===== config.mk =====
export PLATFORM = sky130hd
export DESIGN_NAME = switch_debouncer
export DESIGN_NICKNAME = d
export VERILOG_FILES = /design/src/rtl/switch_debouncer.sv
export SDC_FILE = /design/constraint.sdc
export NUM_CORES = 1
export LEC_CHECK = 0
export ABC_AREA = 1
export CAP_MARGIN = 20
export CELL_PAD_IN_SITES_DETAIL_PLACEMENT = 0
export CELL_PAD_IN_SITES_GLOBAL_PLACEMENT = 2
export CORE_AREA = 3 3 73 75
export CTS_BUF_LIST = sky130_fd_sc_hd__clkbuf_8
export CTS_CLUSTER_SIZE = 12
export DETAILED_ROUTE_END_ITERATION = 7
export DIE_AREA = 0 0 76 78
export DONT_BUFFER_PORTS = 1
export GPL_TIMING_DRIVEN = 0
export HOLD_SLACK_MARGIN = 0.15
export PLACE_DENSITY = 0.84
export SETUP_SLACK_MARGIN = 0.05
export SYNTH_ARGS = -nofsm -noshare
export SYNTH_HDL_FRONTEND = slang
export SYNTH_SLANG_ARGS = --single-unit

===== constraint.sdc =====
create_clock -name clock -period 1.3 [get_ports clock]
set_input_delay 0.195 -clock clock [delete_from_list [all_inputs] [get_ports clock]]
set_output_delay 0.195 -clock clock [all_outputs]
set_load 0.02 [all_outputs]

===== src/rtl/switch_debouncer.sv =====
// Multi-channel switch conditioner: synchronise, hold-qualify, emit level + one-cycle pulse.
// Optional macro SWITCH_DEBOUNCER_RELEASE_DEBOUNCE_EN adds a debounced release (RELEASING state).
module switch_debouncer #(
  parameter int                  CHANNELS    = 2,
  parameter int                  HOLD_CYCLES = 1023,
  parameter int                  CNT_W       = 10,
  parameter int                  SYNC_STAGES = 2,
  parameter logic [CHANNELS-1:0] ACTIVE_LOW  = '0
) (
  input  logic                clock,
  input  logic                reset,
  input  logic [CHANNELS-1:0] sw_in,
  output logic [CHANNELS-1:0] level_out,
  output logic [CHANNELS-1:0] pulse_out,
  output logic                any_active
);

`ifdef SWITCH_DEBOUNCER_RELEASE_DEBOUNCE_EN
  typedef enum logic [1:0] {IDLE, ARMING, ACTIVE, RELEASING} state_t;
`else
  typedef enum logic [1:0] {IDLE, ARMING, ACTIVE} state_t;
`endif

  localparam logic [CNT_W-1:0] LAST_CNT = CNT_W'(HOLD_CYCLES - 1);
  localparam logic [CNT_W-1:0] ONE_CNT  = CNT_W'(1);
  localparam bit               SINGLE   = (HOLD_CYCLES == 1);

  for (genvar i = 0; i < CHANNELS; i++) begin : g_ch
    logic [SYNC_STAGES-1:0] sync;
    logic                   act;
    state_t                 state, state_nxt;
    logic [CNT_W-1:0]       cnt, cnt_nxt;
    logic                   level_q, level_nxt;
    logic                   pulse_q, pulse_nxt;

    // Polarity is folded in ahead of the chain, so a reset chain always reads "inactive".
    always_ff @(posedge clock or posedge reset) begin
      if (reset) sync <= '0;
      else       sync <= {sync[SYNC_STAGES-2:0], sw_in[i] ^ ACTIVE_LOW[i]};
    end

    assign act = sync[SYNC_STAGES-1];

    always_comb begin
      // NOTE: every output of this block gets a default first so no path infers a latch.
      state_nxt = state;
      cnt_nxt   = cnt;
      pulse_nxt = 1'b0;
      case (state)
        IDLE: begin
          if (act) begin
            if (SINGLE) begin
              state_nxt = ACTIVE;
              pulse_nxt = 1'b1;
            end else begin
              state_nxt = ARMING;
              cnt_nxt   = ONE_CNT;
            end
          end
        end
        ARMING: begin
          if (!act) begin
            state_nxt = IDLE;
            cnt_nxt   = '0;
          end else if (cnt == LAST_CNT) begin
            state_nxt = ACTIVE;
            cnt_nxt   = '0;
            pulse_nxt = 1'b1;
          end else begin
            cnt_nxt = cnt + ONE_CNT;
          end
        end
        ACTIVE: begin
          if (!act) begin
`ifdef SWITCH_DEBOUNCER_RELEASE_DEBOUNCE_EN
            if (SINGLE) begin
              state_nxt = IDLE;
            end else begin
              state_nxt = RELEASING;
              cnt_nxt   = ONE_CNT;
            end
`else
            state_nxt = IDLE;
`endif
          end
        end
`ifdef SWITCH_DEBOUNCER_RELEASE_DEBOUNCE_EN
        RELEASING: begin
          // A bounce back high resumes ACTIVE silently; only IDLE re-arms the pulse.
          if (act) begin
            state_nxt = ACTIVE;
            cnt_nxt   = '0;
          end else if (cnt == LAST_CNT) begin
            state_nxt = IDLE;
            cnt_nxt   = '0;
          end else begin
            cnt_nxt = cnt + ONE_CNT;
          end
        end
`endif
        default: begin
          state_nxt = IDLE;
          cnt_nxt   = '0;
        end
      endcase
    end

`ifdef SWITCH_DEBOUNCER_RELEASE_DEBOUNCE_EN
    assign level_nxt = (state_nxt == ACTIVE) || (state_nxt == RELEASING);
`else
    assign level_nxt = (state_nxt == ACTIVE);
`endif

    // NOTE: sequential state uses non-blocking assignments so all flops update together.
    always_ff @(posedge clock or posedge reset) begin
      if (reset) begin
        state   <= IDLE;
        cnt     <= '0;
        level_q <= 1'b0;
        pulse_q <= 1'b0;
      end else begin
        state   <= state_nxt;
        cnt     <= cnt_nxt;
        level_q <= level_nxt;
        pulse_q <= pulse_nxt;
      end
    end

    assign level_out[i] = level_q;
    assign pulse_out[i] = pulse_q;
  end

  always_ff @(posedge clock or posedge reset) begin
    if (reset) any_active <= 1'b0;
    else       any_active <= |level_out;
  end

endmodule


# After elaboration in Yosys (flattened, before gate mapping)
# Cells that the tools add are included.
# W data, S select, Z words.
[word_totals] regBits=33 out_inout_bits=5 word_cells=54
[op_classes] addsub=2 eq_ne=10 n_mux=24 n_bitwise=2 reduce_logical=5
[op_table] cell="$mux W10" count=6
[op_table] cell="$pmux W10 S3" count=2
[op_table] cell="$add A10 B1 Y10 const B" count=2
[op_table] cell="$eq A10 B10 Y1 const B" count=2
[op_table] cell="$mux W2" count=8
[op_table] cell="$pmux W2 S3" count=2
[op_table] cell="$eq A2 B2 Y1 const B" count=4
[op_table] cell="$mux W1" count=6
[op_table] cell="$eq A2 B1 Y1 const B" count=2
[op_table] cell="$logic_not A2 Y1" count=2
[op_table] cell="$ne A2 B2 Y1 const B" count=2
[op_table] cell="$reduce_and A2 Y1" count=2
[op_table] cell="$not A1 Y1" count=2
[op_table] cell="$reduce_or A2 Y1" count=1

# Depth between registers and ports, before layout
[depth] depth_word=5 depth_mapped=9 mapped_depth_nobuf=9

# Worst setup path after synthesis
# No wires, ideal clock.
[synth_path] path_kind="flip-flop to flip-flop" start="register g_ch[0].cnt[0]" end="register g_ch[0].cnt[9]" setup_ns=0.117 t_arrival_ns=1.144 t_required_ns=1.183 setup_slack_ns=0.039 stages_incl_launch_ff=10 period_less_slack_ns=1.261 path_cell_list="dfrtp_1 inv_1 ha_1 nand2_1 nor2_1 nand3_2 nand2_2 nand2_2 nand2_1 nor2_1"
[synth_between] elab_chain_len=4
[synth_lines] item="start: declaration" line="32" source="logic [CNT_W-1:0] cnt, cnt_nxt;"
[synth_lines] item="start signal: assignment" line="123" source="cnt <= cnt_nxt;"
[synth_lines] item="$add A10 B1 Y10 / $eq A10 B10 Y1 (equally long branches)" line="70, 65"
[synth_lines] item="$mux W10 *" line="65" source="end else if (cnt == LAST_CNT) begin"
[synth_lines] item="$mux W10 *" line="62" source="if (!act) begin"
[synth_lines] item="$pmux W10 S3 *" line="49" source="case (state)"
# Mark *: on every way between the ends. The rest lies on a longest branch, timed or not.
# A chain may end at the register's enable or synchronous reset.

# Final worst setup path
[layout_path] start="register g_ch[1].cnt[0]" end="register g_ch[1].cnt[6]"
[layout_between] elab_chain_len=4
[layout_lines] item="start: declaration" line="32"
[layout_lines] item="start signal: assignment" line="123"
[layout_lines] item="$add A10 B1 Y10 / $eq A10 B10 Y1 (equally long branches)" line="70, 65"
[layout_lines] item="$mux W10 *" line="65"
[layout_lines] item="$mux W10 *" line="62"
[layout_lines] item="$pmux W10 S3 *" line="49"
# Marked as above.

==> metrics.md <==
| Metric | Value |
|---|---|
| R2R depth | 9 |
| Sequential share of the synthesized area | 0.484 |
| WP data required | 1.48 ns |
| Slew HR | 0.682 |
| Crit Path Class | reg -> reg |
| CTS buffer count | 5 |
| Synth-to-layout area growth | 32.3% |
| Root Driver | clkbuf_8 |
| Period utilisation layout | 0.999 |
| FP Rows | 25 |
| Largest net degree at the start of global routing | 22 |
| Startpoint types | flop |
| GRT Total Usage | 0.140 |
| Worst hold margin | 0.360 ns |
| Mapped Cells | 202 |
| Status | finished, final reports clean |
| Antenna Nets Post-Route | 0 |
| Cell Pwr Density | ~1100 mW/mm^2 |
| Remaining DRCs | 0 |
| Met3 WL post-DR | 106 um |
| Worst Setup End Kind | flop |
| WL final | 3.67 mm |
| Number of global-route vias before repair | 1,348 |
| Worst vdd ir | ~0.0008 V |
| Clock Pin Slew Worst Setup and Hold Paths | around 0.07 ns |
| Tmin final | 1.30 ns |
| Mapped cell area | about 0.0017 sq mm |
| CTS tree | built |
| Non-Filler Instances | 292 |
| Reg-to-Reg Start | g_ch[1].cnt[0] |
| Post-Route M1 WL | 1.57 mm |
| Nets@finish | approximately 230 |
| Initial core utilization | 0.361 |
| Routed len/inst | approximately 13 um |
| Area of the core | 0.00472 sq mm |
| Post-synthesis register bit count | 33 |
| Die Wd | 76 um |
| P_leak | 0.982 nW |
| Die height | 78 um |
| Sinks on Clock Net | 33 |
| Worst Setup EP | g_ch[1].cnt[6] |
| Fill count | 449 |
| Syn avg cell area | 8.45 sq um |
| First-pass GRT wire length | 6.46 mm |
| Slew Limit Fails | 0 |
| Maxcap violations | 0 |
| Clock skew | 0.00908 ns |
| Synth cell types | 25 |
| Vias per inst | roughly 4.5 |
| Worst Setup SP | g_ch[1].cnt[0] |
| Flop2flop setup slack | roughly 0.00099 ns |
| HP Class | reg -> reg |
| Core Util, Final | 0.478 |
| Top Metal Used | met4 |
| Layout cells sized above 1 | 0.373 |
| DR iter-0 viols | between 60 and 70 |
| Routed wl met2 | 1.92 mm |
| Setup violators final | 0 |
| GRT overflow | 0 |
| Dpl hpwl | 2.38 mm |
| Syn_nets | 210 |
| CP Max Fanout | 6 |
| H-tree depth | 2 |
| Final hold violations | 0 |
| Die area | 0.00593 sq mm |
| Clock tree buffer depth | 2 |
| Terminus of the critical flop-to-flop path | g_ch[1].cnt[6] |
| Input/output buffers | 0 |
| Storage element area | 832 sq um |
| Worst-Margin Slew | around 0.48 ns |
| CP arrival | 1.48 ns |
| Syn. warnings | 0 |
| I/O pins | 9 |
| Detailed-route via count | approximately 1,300 |
| N_diodes | 0 |
| Area of the multi-input gates | 917 sq um |
| Post-Place Cells | 270 |
| Gpl congestion | 0.771 |
| Insertion delay to the later sink of the worst-skew pair | a little under 0.3 ns |
| Unrepaired setup endpoints after global routing | yes |
| First-pass iteration count of the detailed router | 4 |
| Initial antenna violation count | 0 |
| Fmax | ~770 MHz |
==> synth_stat cells <==
master    count  area share
a21oi_1       1      0.0029
buf_4         5       0.022
clkinv_2      1      0.0029
dfrtp_1      33        0.48
ha_1          4       0.029
inv_1        23       0.051
inv_2         3      0.0066
nand2_1      48        0.11
nand2_2       8       0.029
nand2_4       1      0.0066
nand3_1      12       0.035
nand3_2       2       0.012
nand3_4       1       0.010
nand4_1       5       0.018
nor2_1       24       0.053
nor2_2        2      0.0073
nor2_4        3       0.020
nor3_4        1      0.0095
o21ai_0      11       0.032
o21ai_1       2      0.0059
o21bai_1      2      0.0088
o22ai_1       1      0.0037
or2_2         1      0.0037
xnor2_1       3       0.015
xor2_1        5       0.026
==> layer usage <==
metal	vias up	global-route usage
met3	7	0.0429
met1	634	0.166
li1	672	-
met2	13	0.240
met4	0	0.0489
met5	-	0
==> through the flow <==
step                power [W]  setup WS [ns]  TNS [ns]  instance area, sq um
detailed placement    0.00125         -0.104    -0.793                  1810
global placement      0.00124         -0.105     -1.60                  1790
floorplan             0.00121         0.0608         0                  1710
global route          0.00267        -0.0768    -0.565                  2260
CTS                   0.00250        0.00872         0                  2100
finish                0.00253       0.000987         0                  2260
==> worst min-delay path by stage <==
stage | depth (start not counted) | from | slack (ns) | end
after floorplan | 0 | sw_in[0] | 0.23 | g_ch[0].sync[0]
after global placement | 0 | sw_in[0] | 0.23 | g_ch[0].sync[0]
after detailed placement | 0 | sw_in[0] | 0.23 | g_ch[0].sync[0]
after CTS | 0 | g_ch[0].sync[0] | 0.36 | g_ch[0].sync[1]
after global routing | 0 | g_ch[0].sync[0] | 0.37 | g_ch[0].sync[1]
final | 0 | g_ch[0].sync[0] | 0.36 | g_ch[0].sync[1]
==> registers in the layout, indices dropped and copies added (netlist names) <==
signal,cells
g_ch.cnt,20
g_ch.state,4
g_ch.sync,4
g_ch.level_q,2
g_ch.pulse_q,2
any_active,1
==> cell type report <==
class / count / area share
plain buffers: 5 / 0.0166
clock buffers: 5 / 0.0305
clock inverters: 3 / 0.0288
multi-input cells: 137 / 0.406
flip-flops and latches: 33 / 0.368
well taps: 67 / 0.0371
repair buffers: 15 / 0.0615
inverters: 27 / 0.0510
==> layout by cell type (no fill, tap or decap), drive strengths merged <==
cell type	Yosys	routed
nand2	57	57
dfrtp	33	33
nor2	29	29
inv	26	25
buf	5	17
nand3	15	15
o21ai	13	13
xor2	5	5
nand4	5	5
clkbuf	0	5
ha	4	4
dlygate4sd3	0	3
xnor2	3	3
o21bai	2	2
bufinv	0	2
clkinv	1	2
a21oi	1	1
nor3	1	1
or2	1	1
clkinvlp	0	1
o22ai	1	1
==> what timing repair did <==
item,CTS,global route
gates resized for setup,20,37
setup buffers,7,4
pin swaps,12,12
hold endpoints to repair,22,0
hold buffers,3,0
setup endpoints to repair,22,27
==> kinds of logic (layout without fill, tap and decap cells) <==
| group | Yosys count | count (layout) | share of synthesized area |
|---|---|---|---|
| AOI/OAI and AO/OA | 17 | 17 | 0.0535 |
| xor gates and xnor gates | 8 | 8 | 0.0411 |
| adders and majority gates | 4 | 4 | 0.0293 |
| buffers and inverters | 32 | 55 | 0.0821 |
| DFF | 33 | 33 | 0.484 |
| and+or+nand+nor | 108 | 108 | 0.310 |
==> critical path, stage by stage (launching register included) <==
cell	delay (ns)
dfrtp_2	0.44
inv_2	0.09
ha_4	0.12
inv_2	0.04
nor2_4	0.11
nand3_4	0.12
nand2_8	0.12
inv_6	0.05
nand2_2	0.05
o21ai_1	0.05
==> where the power goes <==
group	total (W)	internal [W]	switching, W
clock	0.00116	0.000762	0.000395
sequential	0.00110	0.00106	0.0000402
combinational	0.000276	0.000127	0.000149
total	0.00253	0.00195	0.000584
No activity file was read; power rests on OpenSTA's default activity.
